**config.mk**
```make
export PLATFORM = sky130hd
export DESIGN_NAME = accum_row_streamer
export DESIGN_NICKNAME = d
export VERILOG_FILES = /design/src/rtl/deconv_pkg.sv /design/src/rtl/row_ring_buf.sv /design/src/rtl/accum_row_streamer.sv
export SDC_FILE = /design/constraint.sdc
export NUM_CORES = 1
export LEC_CHECK = 0
export BUFFER_PORTS_ARGS = -buffer_cell sky130_fd_sc_hd__buf_2
export CAP_MARGIN = 20
export CELL_PAD_IN_SITES_DETAIL_PLACEMENT = 0
export CELL_PAD_IN_SITES_GLOBAL_PLACEMENT = 2
export CORE_MARGIN = 5
export CORE_UTILIZATION = 45
export DETAILED_ROUTE_END_ITERATION = 16
export PLACE_DENSITY_LB_ADDON = 0.3
export SLEW_MARGIN = 0
export SYNTH_ARGS = -nofsm -noshare
export SYNTH_HDL_FRONTEND = slang
export SYNTH_SLANG_ARGS = --single-unit
```
**constraint.sdc**
```tcl
create_clock -name clk -period 36.3 [get_ports clk]
set_input_delay 3.63 -clock clk [delete_from_list [all_inputs] [get_ports clk]]
set_output_delay 3.63 -clock clk [all_outputs]
set_load 0.05 [all_outputs]
```
**src/rtl/deconv_pkg.sv**
```systemverilog
// Shared definitions for the deconvolution output path.
//  - n_pix_out(): length of a transposed-conv output row (overlap-add)
//  - n_beat() / last_lanes(): beat count and occupied lanes on the final beat
//  - NBEAT_DEF / LAST_KEEP_DEF: values for the default geometry (8,5,2 / 4 px per beat)
//  - stream_state_e: row streamer FSM states
//  - pix_lsb(): LSB position of pixel idx in a packed row of acc_w-bit pixels
package deconv_pkg;

   function automatic int n_pix_out(input int feat, input int wt, input int stride);
      return feat * wt - (wt - stride) * (feat - 1);
   endfunction

   function automatic int n_beat(input int npix, input int beat_pix);
      return (npix + beat_pix - 1) / beat_pix;
   endfunction

   function automatic int last_lanes(input int npix, input int beat_pix);
      return npix - (n_beat(npix, beat_pix) - 1) * beat_pix;
   endfunction

   function automatic int pix_lsb(input int idx, input int acc_w);
      return idx * acc_w;
   endfunction

   localparam int N_PIX_OUT_DEF = n_pix_out(8, 5, 2);
   localparam int NBEAT_DEF     = n_beat(N_PIX_OUT_DEF, 4);
   localparam int LAST_KEEP_DEF = (1 << last_lanes(N_PIX_OUT_DEF, 4)) - 1;

   typedef enum logic {
      IDLE = 1'b0,
      SEND = 1'b1
   } stream_state_e;

endpackage

```
**src/rtl/row_ring_buf.sv**
```systemverilog
// Row FIFO for the row streamer: DEPTH entries of W bits, ring pointers
// wrapping modulo DEPTH.
// Ports:
//  clk, rst_n   clock, async active-low reset (clears pointers and count)
//  push         write wr_data at the tail (caller guarantees room or a same-edge pop)
//  pop          retire the head entry (caller guarantees count != 0)
//  wr_data      row to store
//  head_data    oldest stored row
//  next_data    row behind the head, for back-to-back streaming across a pop
//  count        number of stored rows
//  full         count == DEPTH
module row_ring_buf #(
   parameter int DEPTH = 2,
   parameter int W     = 8
) (
   input  logic                         clk,
   input  logic                         rst_n,
   input  logic                         push,
   input  logic                         pop,
   input  logic [W-1:0]                 wr_data,
   output logic [W-1:0]                 head_data,
   output logic [W-1:0]                 next_data,
   output logic [$clog2(DEPTH+1)-1:0]   count,
   output logic                         full
);

   localparam int PTR_W = (DEPTH > 1) ? $clog2(DEPTH) : 1;
   localparam int CNT_W = $clog2(DEPTH + 1);

   logic [W-1:0]     mem [DEPTH];
   logic [PTR_W-1:0] wr_ptr;
   logic [PTR_W-1:0] rd_ptr;

   function automatic logic [PTR_W-1:0] ptr_inc(input logic [PTR_W-1:0] p);
      return (p == PTR_W'(DEPTH - 1)) ? '0 : p + 1'b1;
   endfunction

   // Storage is not reset; count/pointers define what is valid.
   always_ff @(posedge clk) begin
      if (push) begin
         mem[wr_ptr] <= wr_data;
      end
   end

   always_ff @(posedge clk or negedge rst_n) begin
      if (!rst_n) begin
         wr_ptr <= '0;
         rd_ptr <= '0;
         count  <= '0;
      end else begin
         if (push) begin
            wr_ptr <= ptr_inc(wr_ptr);
         end
         if (pop) begin
            rd_ptr <= ptr_inc(rd_ptr);
         end
         case ({push, pop})
            2'b10:   count <= count + 1'b1;
            2'b01:   count <= count - 1'b1;
            default: count <= count;
         endcase
      end
   end

   assign head_data = mem[rd_ptr];
   assign next_data = mem[ptr_inc(rd_ptr)];
   assign full      = (count == CNT_W'(DEPTH));

endmodule

```
**src/rtl/accum_row_streamer.sv**
```systemverilog
// Row streamer behind the overlap-add accumulator. Captures finished rows
// (single-cycle pulse, no backpressure) into a small ring buffer and sends
// each row as NBEAT beats of BEAT_PIX pixels on a valid/ready master port
// feeding the writeback DMA.
// Optional build macro: ACCUM_ROW_SAT_EN -- clamp each pixel to
// [0, 2^PIX_WIDTH-1] (unsigned) at beat load; otherwise raw pass-through.
// Ports:
//  clk, rst_n    clock, async active-low reset
//  row_valid_i   one-cycle pulse, row_data_i holds a finished row
//  row_data_i    N_PIX_OUT pixels of 2*PIX_WIDTH bits, pixel 0 in the LSBs
//  m_valid       beat valid (registered)
//  m_ready       beat accepted when m_valid && m_ready
//  m_data        beat; lane j = pixel beat_idx*BEAT_PIX+j, unused lanes 0
//  m_keep        per-lane valid
//  m_last        final beat of a row
//  buf_full_o    row buffer holds ROW_DEPTH rows
//  ovf_o         sticky: a row arrived with no room and was dropped
//  clr_ovf_i     synchronous clear of ovf_o (a coincident drop wins)
//
// state | meaning
// IDLE  | no beat presented; waiting for a buffered row
// SEND  | output regs hold a beat of the head row, m_valid=1
module accum_row_streamer
   import deconv_pkg::*;
#(
   parameter int PIX_WIDTH       = 8,
   parameter int SIZE_OF_FEATURE = 8,
   parameter int SIZE_OF_WEIGHT  = 5,
   parameter int STRIDE          = 2,
   parameter int N_PIX_OUT       = n_pix_out(SIZE_OF_FEATURE, SIZE_OF_WEIGHT, STRIDE),
   parameter int BEAT_PIX        = 4,
   parameter int ROW_DEPTH       = 2
) (
   input  logic                              clk,
   input  logic                              rst_n,
   input  logic                              row_valid_i,
   input  logic [2*PIX_WIDTH*N_PIX_OUT-1:0]  row_data_i,
   output logic                              m_valid,
   input  logic                              m_ready,
   output logic [2*PIX_WIDTH*BEAT_PIX-1:0]   m_data,
   output logic [BEAT_PIX-1:0]               m_keep,
   output logic                              m_last,
   output logic                              buf_full_o,
   output logic                              ovf_o,
   input  logic                              clr_ovf_i
);

   localparam int ACC_W      = 2 * PIX_WIDTH;
   localparam int ROW_W      = ACC_W * N_PIX_OUT;
   localparam int BEAT_W     = ACC_W * BEAT_PIX;
   localparam int NBEAT      = n_beat(N_PIX_OUT, BEAT_PIX);
   localparam int PAD_W      = NBEAT * BEAT_W;
   localparam int BI_W       = (NBEAT > 1) ? $clog2(NBEAT) : 1;
   localparam int CNT_W      = $clog2(ROW_DEPTH + 1);
   localparam logic [BI_W-1:0]     LAST_IDX  = BI_W'(NBEAT - 1);
   localparam logic [BEAT_PIX-1:0] LAST_KEEP =
      BEAT_PIX'((1 << last_lanes(N_PIX_OUT, BEAT_PIX)) - 1);

   stream_state_e     state, state_nxt;
   logic [BI_W-1:0]   beat_idx, beat_idx_nxt;
   logic              m_valid_nxt;
   logic [BEAT_W-1:0] m_data_nxt;
   logic [BEAT_PIX-1:0] m_keep_nxt;
   logic              m_last_nxt;

   logic              push, pop, full;
   logic [ROW_W-1:0]  head_data, next_data;
   logic [CNT_W-1:0]  count;

   logic              load;
   logic [ROW_W-1:0]  load_row;
   logic [BI_W-1:0]   load_idx;

   // A full buffer still accepts a row when the head retires at the same edge.
   assign push = row_valid_i && (!full || pop);

   row_ring_buf #(
      .DEPTH (ROW_DEPTH),
      .W     (ROW_W)
   ) u_ring (
      .clk       (clk),
      .rst_n     (rst_n),
      .push      (push),
      .pop       (pop),
      .wr_data   (row_data_i),
      .head_data (head_data),
      .next_data (next_data),
      .count     (count),
      .full      (full)
   );

   // Zero-padding the row to NBEAT*BEAT_PIX pixels drives unused last-beat lanes to 0.
   function automatic logic [BEAT_W-1:0] build_beat(input logic [ROW_W-1:0] row,
                                                    input logic [BI_W-1:0]  idx);
      logic [PAD_W-1:0]  pad;
      logic [BEAT_W-1:0] beat;
      pad  = PAD_W'(row);
      beat = pad[pix_lsb(int'(idx) * BEAT_PIX, ACC_W) +: BEAT_W];
`ifdef ACCUM_ROW_SAT_EN
      for (int j = 0; j < BEAT_PIX; j++) begin
         if (|beat[pix_lsb(j, ACC_W) + PIX_WIDTH +: PIX_WIDTH]) begin
            beat[pix_lsb(j, ACC_W) +: ACC_W] = {{PIX_WIDTH{1'b0}}, {PIX_WIDTH{1'b1}}};
         end
      end
`endif
      return beat;
   endfunction

   always_comb begin
      state_nxt    = state;
      beat_idx_nxt = beat_idx;
      m_valid_nxt  = m_valid;
      m_data_nxt   = m_data;
      m_keep_nxt   = m_keep;
      m_last_nxt   = m_last;
      pop          = 1'b0;
      load         = 1'b0;
      load_row     = head_data;
      load_idx     = '0;

      case (state)
         IDLE: begin
            if (count != '0) begin
               load         = 1'b1;
               beat_idx_nxt = '0;
               m_valid_nxt  = 1'b1;
               state_nxt    = SEND;
            end
         end
         SEND: begin
            if (m_ready) begin
               if (beat_idx != LAST_IDX) begin
                  load         = 1'b1;
                  load_idx     = beat_idx + 1'b1;
                  beat_idx_nxt = beat_idx + 1'b1;
               end else begin
                  pop          = 1'b1;
                  beat_idx_nxt = '0;
                  // Only rows already buffered continue back-to-back; a row
                  // arriving on this edge is picked up from IDLE.
                  if (count > CNT_W'(1)) begin
                     load     = 1'b1;
                     load_row = next_data;
                  end else begin
                     m_valid_nxt = 1'b0;
                     m_last_nxt  = 1'b0;
                     state_nxt   = IDLE;
                  end
               end
            end
         end
         default: state_nxt = IDLE;
      endcase

      if (load) begin
         m_data_nxt = build_beat(load_row, load_idx);
         m_keep_nxt = (load_idx == LAST_IDX) ? LAST_KEEP : '1;
         m_last_nxt = (load_idx == LAST_IDX);
      end
   end

   always_ff @(posedge clk or negedge rst_n) begin
      if (!rst_n) begin
         state    <= IDLE;
         beat_idx <= '0;
         m_valid  <= 1'b0;
         m_data   <= '0;
         m_keep   <= '0;
         m_last   <= 1'b0;
      end else begin
         state    <= state_nxt;
         beat_idx <= beat_idx_nxt;
         m_valid  <= m_valid_nxt;
         m_data   <= m_data_nxt;
         m_keep   <= m_keep_nxt;
         m_last   <= m_last_nxt;
      end
   end

   always_ff @(posedge clk or negedge rst_n) begin
      if (!rst_n) begin
         ovf_o <= 1'b0;
      end else if (row_valid_i && !push) begin
         ovf_o <= 1'b1;
      end else if (clr_ovf_i) begin
         ovf_o <= 1'b0;
      end
   end

   assign buf_full_o = full;

endmodule

```
# [Word-level counts from Yosys, hierarchy flattened]
# Memories as Yosys holds them, arrays and structs flattened.
# Cells that the tools add are included.
[word_totals] ff_bits=79 ram_bits=608 inputBits=309 elab_cells=78 memories=1
[op_classes] addsub=5 order_cmp=1 n_eq_ne=11 n_shift=1 n_mux=35 bitwise=1 n_reduce_logical=13
[mem_list] name="u_ring.mem" words=2 word_bits=304 read_ports=2 rd_ports_with_merged_regs=0 wr=1 line_no="row_ring_buf.sv:30" source="logic [W-1:0] mem [DEPTH];"
[op_table] op="$mux W304" n=4
[op_table] op="$shiftx A320 B10 Y64" n=1
[op_table] op="$mux W1" n=20
[op_table] op="$mux W3" n=5
[op_table] op="$ne A2 B2 Y1 const B" n=6
[op_table] op="$reduce_bool A2 Y1" n=5
[op_table] op="$reduce_and A4 Y1" n=2
[op_table] op="$pmux W1 S2" n=3
[op_table] op="$pmux W3 S2" n=1
[op_table] op="$eq A2 B2 Y1 const B" n=2
[op_table] op="$mux W4" n=1
[op_table] op="$pmux W2 S2" n=1
[op_table] op="$add A3 B1 Y3 const B" n=1
[op_table] op="$eq A3 B3 Y1 const B" n=1
[op_table] op="$ne A3 B3 Y1 const B" n=1
[op_table] op="$add A1 B1 Y1 const B" n=2
[op_table] op="$add A2 B1 Y2 const B" n=1
[op_table] op="$eq A2 B1 Y1 const B" n=1
[op_table] op="$gt A2 B1 Y1 const B" n=1
[op_table] op="$logic_and A1 B1 Y1" n=2
[op_table] op="$logic_not A1 Y1" n=2
[op_table] op="$reduce_and A2 Y1" n=1
[op_table] op="$sub A2 B1 Y2 const B" n=1
[op_table] op="$logic_or A1 B1 Y1" n=1
[op_table] op="$not A1 Y1" n=1

# [Depth between registers and ports, before layout]
# Gate-level depths: netlist of the first run.
[depth] depth_word=9 ltp_mapped=11 mapped_depth_nobuf=7

# [By module]
# Synthesis of the first run repeated with hierarchy kept, for this count alone.
[hier_totals] hier_cells=2025 hier_area_um2=32063.3
[modules_own_cells] module="row_ring_buf" instances=1 cells_each=1299 area_each_um2=26177.6 seq_area_each_um2=18357.6
[modules_own_cells] module="accum_row_streamer" instances=1 cells_each=726 area_each_um2=5885.6 seq_area_each_um2=1826.8

# [Least setup slack after synthesis of the first run]
# No wires, ideal clock.
[synth_path] path_type="input -> register" start="input m_ready" end="memory u_ring.mem[0][0] (netlist bit) (enable)" setup_ns=0.974 arrival_time_ns=16.559 setup_slack_ns=18.767 stages=4 n_path_buf=0 cell_sequence="nand4_4 -> nand2_1 -> nand2_1 -> nor2_1"
[synth_between] elab_chain_len=6
[synth_lines] element="start, declared" line_no="accum_row_streamer.sv:39" source="input logic m_ready,"
[synth_lines] element="$mux W1" line_no="accum_row_streamer.sv:131" source="if (m_ready) begin"
[synth_lines] element="$mux W1" line_no="accum_row_streamer.sv:121" source="case (state)"
[synth_lines] element="$logic_or A1 B1 Y1" line_no="accum_row_streamer.sv:75" source="assign push = row_valid_i && (!full || pop);"
[synth_lines] element="$logic_and A1 B1 Y1" line_no="accum_row_streamer.sv:75"
[synth_lines] element="$mux W1" line_no="row_ring_buf.sv:40" source="if (push) begin"
[synth_lines] element="$mux W1 (not written as such)" line_no="row_ring_buf.sv:41" source="mem[wr_ptr] <= wr_data;"
[synth_lines] element="end, declared" line_no="row_ring_buf.sv:30"
# Every way passes these cells.

# [Worst setup path in the final report of the first run]
[layout_path] start="input m_ready" end="register m_data[51]"
[layout_between] elab_chain_len=3 word_cells_on_any_way=7 cone_classes="1 x shift; 6 x mux"
[layout_lines] element="$mux W304 / $mux W3 (equally long branches)" line_no="accum_row_streamer.sv:131"
[layout_lines] element="$mux W304 / $mux W3 (equally long branches)" line_no="accum_row_streamer.sv:121"
[layout_lines] element="$shiftx A320 B10 Y64" line_no="accum_row_streamer.sv:98" source="beat = pad[pix_lsb(int'(idx) * BEAT_PIX, ACC_W) +: BEAT_W];"
[layout_lines] element="end signal, assigned" line_no="accum_row_streamer.sv:174" source="m_data <= m_data_nxt;"
[layout_lines] element="end, declared" line_no="accum_row_streamer.sv:40" source="output logic [2*PIX_WIDTH*BEAT_PIX-1:0] m_data,"
# Several ways; a longest one is shown, not always the timed one.
# A chain may end at the register's enable or synchronous reset.

==> results of run 1 <==
## sequential cells by signal (all words and copies together) (netlist names)
register and count:
m_data 64, u_ring.rd_ptr 1, state 1, ovf_o 1, u_ring.mem 608, u_ring.wr_ptr 1, m_valid 1, m_keep 2
u_ring.count 2, m_last 1, beat_idx 3
## worst register-to-register path, cell delays in order (launching register included)
cell and delay, ps:
sky130_fd_sc_hd__dfrtp_1 390, sky130_fd_sc_hd__inv_1 70, sky130_fd_sc_hd__ha_1 320, sky130_fd_sc_hd__nand4_4 170
sky130_fd_sc_hd__o21a_4 540, sky130_fd_sc_hd__or2_4 860, sky130_fd_sc_hd__buf_4 800, sky130_fd_sc_hd__mux4_2 640
sky130_fd_sc_hd__a221o_1 300
## metrics by stage
step	std cells	total power (uW)	worst slack [ps]	utilization
after floorplan	1566	1820	18770	-
after global placement	2606	2020	28840	0.501
after detailed placement	2607	2040	28760	0.501
after CTS	2737	2750	29410	0.541
after global routing	2749	2850	29500	0.543
final	2757	2730	29700	0.543
## synth_stat cells, types with 2 or more instances
library cell | n | share of area
sky130_fd_sc_hd__a311oi_1 | 17 | 0.0056
sky130_fd_sc_hd__a2111oi_0 | 112 | 0.037
sky130_fd_sc_hd__inv_1 | 6 | 0.00085
sky130_fd_sc_hd__a32o_1 | 2 | 0.00076
sky130_fd_sc_hd__a21o_1 | 3 | 0.00085
sky130_fd_sc_hd__o2111ai_1 | 48 | 0.016
sky130_fd_sc_hd__clkbuf_1 | 105 | 0.015
sky130_fd_sc_hd__mux2i_1 | 96 | 0.036
sky130_fd_sc_hd__o21ai_0 | 6 | 0.0011
sky130_fd_sc_hd__dfrtp_1 | 77 | 0.073
sky130_fd_sc_hd__edfxtp_1 | 608 | 0.69
sky130_fd_sc_hd__xnor2_1 | 3 | 0.00099
sky130_fd_sc_hd__or3_1 | 2 | 0.00047
sky130_fd_sc_hd__nor2_1 | 5 | 0.00071
sky130_fd_sc_hd__a21oi_1 | 2 | 0.00038
sky130_fd_sc_hd__buf_2 | 13 | 0.0025
sky130_fd_sc_hd__mux4_2 | 16 | 0.014
sky130_fd_sc_hd__a211o_1 | 48 | 0.016
sky130_fd_sc_hd__o21a_1 | 2 | 0.00057
sky130_fd_sc_hd__a311o_1 | 48 | 0.018
sky130_fd_sc_hd__a221o_1 | 16 | 0.0061
sky130_fd_sc_hd__ha_1 | 5 | 0.0024
sky130_fd_sc_hd__nand2_1 | 186 | 0.026
sky130_fd_sc_hd__buf_4 | 8 | 0.0023
sky130_fd_sc_hd__nand3_1 | 2 | 0.00038
sky130_fd_sc_hd__and3_1 | 113 | 0.027
sky130_fd_sc_hd__buf_6 | 2 | 0.00085
## report_power, final
group	total, uW	internal (uW)	switching [uW]
clock	711	417	294
sequential	1160	1090	63.6
combinational	860	255	605
## cells by family after synthesis
logic type,count (synthesis),synth area share
adder cells (fa/ha/maj),5,0.00237
XOR/XNOR,3,0.000994
multiplexers,112,0.0500
buffers and inverters,135,0.0219
flip-flops,685,0.763
AND/OR/NAND/NOR,318,0.0578
AO/OA/AOI/OAI,308,0.104
## metal layers
layer	track usage	vias to the layer above	wire (um)
li1	-	7133	-
met3	0.0581	126	5880
met2	0.359	629	35600
met5	0	-	139
met1	0.310	8319	30500
met4	0.0636	20	1620
## final timing paths
kind / start / endpoint / cells after the start
min in group asynchronous: rst_n / m_data[54]$_DFFE_PN0P_ / 1
max: m_ready / m_data[51]$_DFFE_PN0P_ / 7
min: m_valid$_DFFE_PN0P_ / m_valid$_DFFE_PN0P_ / 1
max reg2reg: beat_idx[0]$_DFFE_PN0P_ / m_data[51]$_DFFE_PN0P_ / 8
min reg2reg: m_valid$_DFFE_PN0P_ / m_valid$_DFFE_PN0P_ / 1
max in group asynchronous: rst_n / m_data[40]$_DFFE_PN0P_ / 2
## area by class of cell
type	instances	area, um2
well taps	765	957
clock inverters	37	315
fillers	4724	26500
inverters	6	22.5
clock buffers	93	1960
flip-flops and latches	685	20200
multi-input cells	746	5760
diodes	16	40.0
repair buffers	409	2210
==> results.rst, run 1 <==
.. list-table::
   :header-rows: 1

   * - Metric
     - Value
   * - Run status
     - completed
   * - CTS Root Cell
     - sky130_fd_sc_hd__clkbuf_16
   * - Clock tree from TritonCTS
     - yes
   * - Number of enable flip-flop cells after synthesis
     - 608
   * - Post-Synthesis Cell Area
     - 26400 um2
   * - RSZ-0062 raised after global routing
     - no
   * - Post-CTS Setup Bufs
     - 0
   * - Crit path max fanout
     - 54
   * - Die outline width
     - 252 um
   * - Global-route congestion overflow total
     - 0
   * - Mean cell area of the mapped netlist
     - 16.9 um2
   * - Layout Area Growth over Synthesis
     - 19.0%
   * - Buffers & Inverters on Critical Path
     - 2
   * - Required time of the critical path
     - 36770 ps
   * - Finish-stage setup viols
     - 0
   * - Final count of pins violating max slew
     - 0
   * - Flop2flop setup slack
     - 32100 ps
   * - Synthesized netlist net count
     - 1880
   * - Pin count of the biggest net entering global routing
     - 83
   * - Number of port buffers
     - 380
   * - Max IR drop VDD
     - 0.0000477 V
   * - Quantity of gates resized following cts
     - 0
   * - Flip-flop and latch count after synthesis
     - 685
   * - Actual slew at the worst max-slew pin
     - 1060 ps
   * - Power density relative to cell area
     - 86.7 nW/um2
   * - H-tree Lvls
     - 3
   * - CP arrival
     - 7070 ps
   * - Ordered list of cells on the worst path
     - buf_2, nand4_4, o21a_4, or2_4, buf_4, mux4_2, a221o_1
   * - Max Clock Freq
     - 151 MHz
   * - Final Skew
     - 21.8 ps
   * - Clock latency on the worst-skew pair
     - 600 ps
   * - Final ANT Viol Nets
     - 0
   * - Number of max-cap violations
     - 0
   * - Initial antenna violation count
     - 25
   * - Worst hold slack
     - 480 ps
   * - Detailed-route wire length
     - 73700 um
   * - Highest cell delay on the worst timing path
     - 860 ps
   * - Sinks on Clock Net
     - 685
   * - Die Y-Extent
     - 252 um
   * - CTS hold repair buffers
     - 0
   * - Via count of the first global-routing pass
     - 16500
   * - Fraction of the yosys area taken by sequential cells
     - 0.763
   * - Detailed-router iteration count before antenna repair
     - 5
   * - Initial core utilization
     - 0.457
   * - Final Hold Violating Endpoints
     - 0
   * - All-layer global routing usage
     - 0.225
   * - Final Instance Area
     - 31500 um2
   * - Detailed-route wire length per cell
     - 26.7 um
   * - Clock-pin slew on the worst setup and hold paths
     - 60 ps
   * - Startpoint type of the worst setup path
     - input pin
   * - DRC violations left
     - 0
   * - Cell family with most CP delay
     - simple AND/OR/NAND/NOR gates
   * - Type of the worst setup path
     - in -> reg
   * - Cell count after synthesis
     - 1566
   * - Total Die Area
     - 63700 um2
   * - Global-route wire length before repair
     - 108000 um
   * - Placeable core area
     - 57900 um2
   * - Setup TNS
     - 0 ps
   * - Top-level port count
     - 381
   * - Post-Place Cell Area
     - 29000 um2
   * - Class of the tightest hold or removal check
     - reg -> reg
   * - Nets
     - 2234
   * - Pleak
     - 0.0117 uW
   * - Post-synthesis cell type count
     - 42
   * - Crit share post-route
     - 0.182
   * - Cell with the biggest individual delay on the critical path
     - sky130_fd_sc_hd__or2_4
   * - Half-perimeter wire length of the detailed placement result
     - 42900 um
   * - Max transition margin
     - 0.294
   * - Number of design-rule violations left by the first detailed-router iteration
     - 1173
   * - Asr flop ratio synth
     - 0.112
   * - Final min period
     - 6600 ps
   * - Average via count per standard cell
     - 5.89
   * - Number of standard-cell rows in the floorplan
     - 88
   * - Number of warnings reported in the yosys synthesis log
     - 0
   * - RD Place Congestion
     - 0.775
   * - Vias
     - 16200
   * - Fraction of final layout cells with drive strength greater than 1
     - 0.273
   * - Most common library cell in the layout ignoring fill and taps
     - sky130_fd_sc_hd__edfxtp_1
   * - Number of clock buffers inserted by TritonCTS
     - 72
   * - Element type at the critical path end
     - flip-flop
   * - Most used cells in the layout excluding fill and tap cells
     - sky130_fd_sc_hd__edfxtp_1, sky130_fd_sc_hd__buf_2, sky130_fd_sc_hd__nand2_1, sky130_fd_sc_hd__and3_1, sky130_fd_sc_hd__a2111oi_0
   * - Ys flop type
     - sky130_fd_sc_hd__edfxtp_1
   * - Max Root-Sink Buffers
     - 3
(Power assumes the default switching activity.)
==> inputs of run 2 (changes only) <==
Settings changed: ABC_AREA set to 1, CORE_UTILIZATION 45 to 37.
Clock period 36.3 ns to 6.12 ns, I/O delays scaled along.
==> results.rst, run 2 <==
.. list-table::
   :header-rows: 1

   * - Metric
     - Value
   * - Setup TNS
     - 0 ps (unchanged)
   * - Startpoint type of the worst setup path
     - flip-flop
   * - Actual slew at the worst max-slew pin
     - 1110 ps (+47.6 ps)
   * - Via count of the first global-routing pass
     - 20400 (+24%)
   * - Cell count after synthesis
     - 2847 (+82%)
   * - Layout Area Growth over Synthesis
     - 18.9% (about the same)
   * - Number of warnings reported in the yosys synthesis log
     - 0 (unchanged)
   * - Number of design-rule violations left by the first detailed-router iteration
     - 1587 (+35%)
   * - RD Place Congestion
     - 0.795 (+2.5%)
   * - Final Instance Area
     - 35000 um2 (+11%)
   * - CTS hold repair buffers
     - 1 (+1)
   * - Final ANT Viol Nets
     - 0 (unchanged)
   * - Placeable core area
     - 79000 um2 (+36%)
   * - Worst hold slack
     - 185 ps (-296 ps)
   * - Vias
     - 20800 (+28%)
   * - Total Die Area
     - 85400 um2 (+34%)
   * - Pleak
     - 0.0157 uW (+35%)
   * - Cell with the biggest individual delay on the critical path
     - sky130_fd_sc_hd__inv_4
   * - Fraction of final layout cells with drive strength greater than 1
     - 0.168 (-0.105)
   * - Number of clock buffers inserted by TritonCTS
     - 78 (+8.3%)
   * - Number of max-cap violations
     - 0 (unchanged)
   * - Average via count per standard cell
     - 4.84 (-18%)
   * - Required time of the critical path
     - 6600 ps (-30170 ps)
   * - Global-route congestion overflow total
     - 0 (unchanged)
   * - Crit share post-route
     - 0.695
   * - Overall power
     - 18000 uW (+560%)
   * - Detailed-route wire length
     - 85700 um (+16%)
   * - CP arrival
     - 4730 ps (-2340 ps)
   * - Post-Place Cell Area
     - 32200 um2 (+11%)
   * - Post-synthesis cell type count
     - 30 (-29%)
   * - Clock-pin slew on the worst setup and hold paths
     - 60 ps (about the same)
   * - Leading registers by flop count
     - u_ring.mem x608, m_data x64, beat_idx x3
   * - Min-delay src
     - row_data_i[180]
   * - Fraction of the yosys area taken by sequential cells
     - 0.685 (-0.0782)
   * - DRC violations left
     - 0 (unchanged)
   * - Highest cell delay on the worst timing path
     - 620 ps (-240 ps)
   * - Flop2flop setup slack
     - 1870 ps (-30230 ps)
   * - All-layer global routing usage
     - 0.195 (-0.0305)
   * - Reg-to-reg endpoint
     - m_data[44]$_DFFE_PN0P_
   * - Ys flop type
     - sky130_fd_sc_hd__edfxtp_1
   * - Final count of pins violating max slew
     - 0 (unchanged)
   * - Most common library cell in the layout ignoring fill and taps
     - sky130_fd_sc_hd__nand2_1
   * - Die Y-Extent
     - 292 um (+16%)
   * - Die outline width
     - 292 um (+16%)
   * - Class of the tightest hold or removal check
     - in -> reg
   * - Power density relative to cell area
     - 513 nW/um2 (+490%)
   * - Cell seen most often among critical-path stages
     - sky130_fd_sc_hd__nand2_1
   * - Crit Reg-Reg Startpoint
     - beat_idx[0]$_DFFE_PN0P_
   * - Finish-stage setup viols
     - 0 (unchanged)
   * - Pin count of the biggest net entering global routing
     - 147 (+77%)
   * - Number of flip-flops in the largest register
     - 608 (unchanged)
   * - Number of port buffers
     - 380 (unchanged)
   * - Crit path max fanout
     - 99 (+83%)
   * - Initial core utilization
     - 0.373 (-0.0837)
   * - Final min period
     - 4250 ps
   * - Run status
     - completed
   * - Half-perimeter wire length of the detailed placement result
     - 50800 um (+18%)
   * - Leading post-synthesis cells by cell area
     - sky130_fd_sc_hd__edfxtp_1, sky130_fd_sc_hd__nand2_1, sky130_fd_sc_hd__dfrtp_1, sky130_fd_sc_hd__inv_1, sky130_fd_sc_hd__nand4_1
   * - CTS Root Cell
     - sky130_fd_sc_hd__clkbuf_16
   * - Max IR drop VDD
     - 0.000336 V (+600%)
   * - Clock tree from TritonCTS
     - yes
   * - RSZ-0062 raised after global routing
     - no
   * - Global-route wire length before repair
     - 128000 um (+18%)
   * - Top-level port count
     - 381 (unchanged)
   * - Detailed-router iteration count before antenna repair
     - 5 (unchanged)
   * - Element type at the critical path end
     - flip-flop
   * - Placed cell count
     - 4134 (+59%)
   * - Quantity of gates resized following cts
     - 0 (unchanged)
   * - Cell Count, Final, Fillers Out
     - 4297 (+56%)
   * - Number of cells on the worst hold path
     - 1 (unchanged)
   * - Number of standard-cell rows in the floorplan
     - 103 (+17%)
   * - Final Skew
     - 22.1 ps (+0.283 ps)
   * - Area fraction of the dominant cell type after synthesis
     - 0.620 (-0.0707)
   * - Library cell with the highest instance count after synthesis
     - sky130_fd_sc_hd__nand2_1
   * - Max transition margin
     - 0.263 (-0.0317)
   * - Initial antenna violation count
     - 25 (unchanged)
   * - Max Root-Sink Buffers
     - 3 (unchanged)
   * - Nets
     - 3481 (+56%)
   * - Hold worst-path end
     - u_ring.mem[0][180]$_DFFE_PP_
   * - Most used cells in the layout excluding fill and tap cells
     - sky130_fd_sc_hd__nand2_1, sky130_fd_sc_hd__edfxtp_1, sky130_fd_sc_hd__inv_1, sky130_fd_sc_hd__buf_2, sky130_fd_sc_hd__nand3_1
   * - Clock latency on the worst-skew pair
     - 610 ps (about the same)
   * - Synthesized netlist net count
     - 3161 (+68%)
   * - Max Clock Freq
     - 235 MHz
   * - Cell taking the most area after synthesis
     - sky130_fd_sc_hd__edfxtp_1
   * - Sinks on Clock Net
     - 685 (unchanged)
   * - Leading cell types by count after synthesis
     - sky130_fd_sc_hd__nand2_1, sky130_fd_sc_hd__edfxtp_1, sky130_fd_sc_hd__inv_1, sky130_fd_sc_hd__nand3_1, sky130_fd_sc_hd__nor2_1
   * - Largest reg by FF count
     - u_ring.mem
   * - Final Hold Violating Endpoints
     - 0 (unchanged)
   * - Asr flop ratio synth
     - 0.112 (unchanged)
   * - Detailed-route wire length per cell
     - 19.9 um (-25%)
   * - Post-CTS Setup Bufs
     - 0 (unchanged)
   * - Flip-flop and latch count after synthesis
     - 685 (unchanged)
   * - Type of the worst setup path
     - reg -> reg
   * - Number of enable flip-flop cells after synthesis
     - 608 (unchanged)
   * - H-tree Lvls
     - 3 (unchanged)
   * - Ordered list of cells on the worst path
     - inv_6, ha_4, nand2_8, nor2_4, nand2_1, nand2_4, nand2_8, inv_4, buf_12, nand2_1, nand3_1, nand2_1, nand2_1, nand2_1
   * - Post-Synthesis Cell Area
     - 29500 um2 (+11%)
   * - Path depth of the worst reg2reg path
     - 14 (+6)
   * - Mean cell area of the mapped netlist
     - 10.3 um2 (-39%)
==> run 2: cell types whose count changed after synthesis, sizes merged, moves of 140 or more <==
cell	delta
nand4	+161
nor2	+190
nand2	+631
nand3	+196
o21ai	+140
inv	+450
==> run 2: cell families (layout without fill, tap and decap cells) <==
kind of cell | Yosys count | after routing | share of synthesized area
xor+xnor | 4 | 4 | 0.00119
buf+inv | 623 | 1008 | 0.0854
simple gates | 1377 | 1377 | 0.200
compound gates | 153 | 153 | 0.0266
flops | 685 | 685 | 0.685
fa+ha+maj | 5 | 5 | 0.00212
other cells | 0 | 15 | 0
==> run 2: worst max-delay path: cells and delay by family (launching register included) <==
family        cells  cell delay [ps]
buf+inv           3             1470
simple gates     10             1830
fa+ha+maj         1              230
flops             1              450
==> run 2: worst max-delay path by stage <==
stage,from,endpoint,slack [ps],cells past startpoint
finish,beat_idx[0]$_DFFE_PN0P_,m_data[44]$_DFFE_PN0P_,1870,14
global route,beat_idx[0]$_DFFE_PN0P_,m_data[2]$_DFFE_PN0P_,1520,14
CTS,beat_idx[0]$_DFFE_PN0P_,m_data[44]$_DFFE_PN0P_,1750,14
detailed placement,beat_idx[0]$_DFFE_PN0P_,m_data[44]$_DFFE_PN0P_,1750,14
global placement,beat_idx[0]$_DFFE_PN0P_,m_data[63]$_DFFE_PN0P_,1870,14
floorplan,beat_idx[0]$_DFFE_PN0P_,u_ring.mem[0][0]$_DFFE_PP_,-70,8
==> run 2: cell type report <==
class | count | area (um2)
Fill cell | 7512 | 44000
Sequential cell | 685 | 20200
Multi-Input combinational cell | 1539 | 6860
Timing Repair Buffer | 407 | 2220
Clock buffer | 112 | 2210
Inverter | 456 | 1730
Tap cell | 1050 | 1310
Clock inverter | 33 | 474
Antenna cell | 15 | 37.5
==> run 2: routing by layer <==
layer  share of wire  vias up  GRT usage  wire (um)
met5         0.00036        -    0.00942         31
met4           0.021        6     0.0576       1790
met3           0.071      122     0.0377       6070
met2            0.49      624      0.322      41600
met1            0.42    10000      0.261      36100
li1                -    10000          -          -
==> run 2: through the flow <==
step                 util  setup WS [ps]
floorplan               -          -73.7
global placement    0.408           1870
detailed placement  0.408           1750
CTS                 0.442           1750
global route        0.443           1520
finish              0.443           1870
==> run 2: where the power goes <==
group,switching [uW],internal [uW]
clock network,1860,3020
logic,4670,1510
registers,405,6480
total,6940,11000
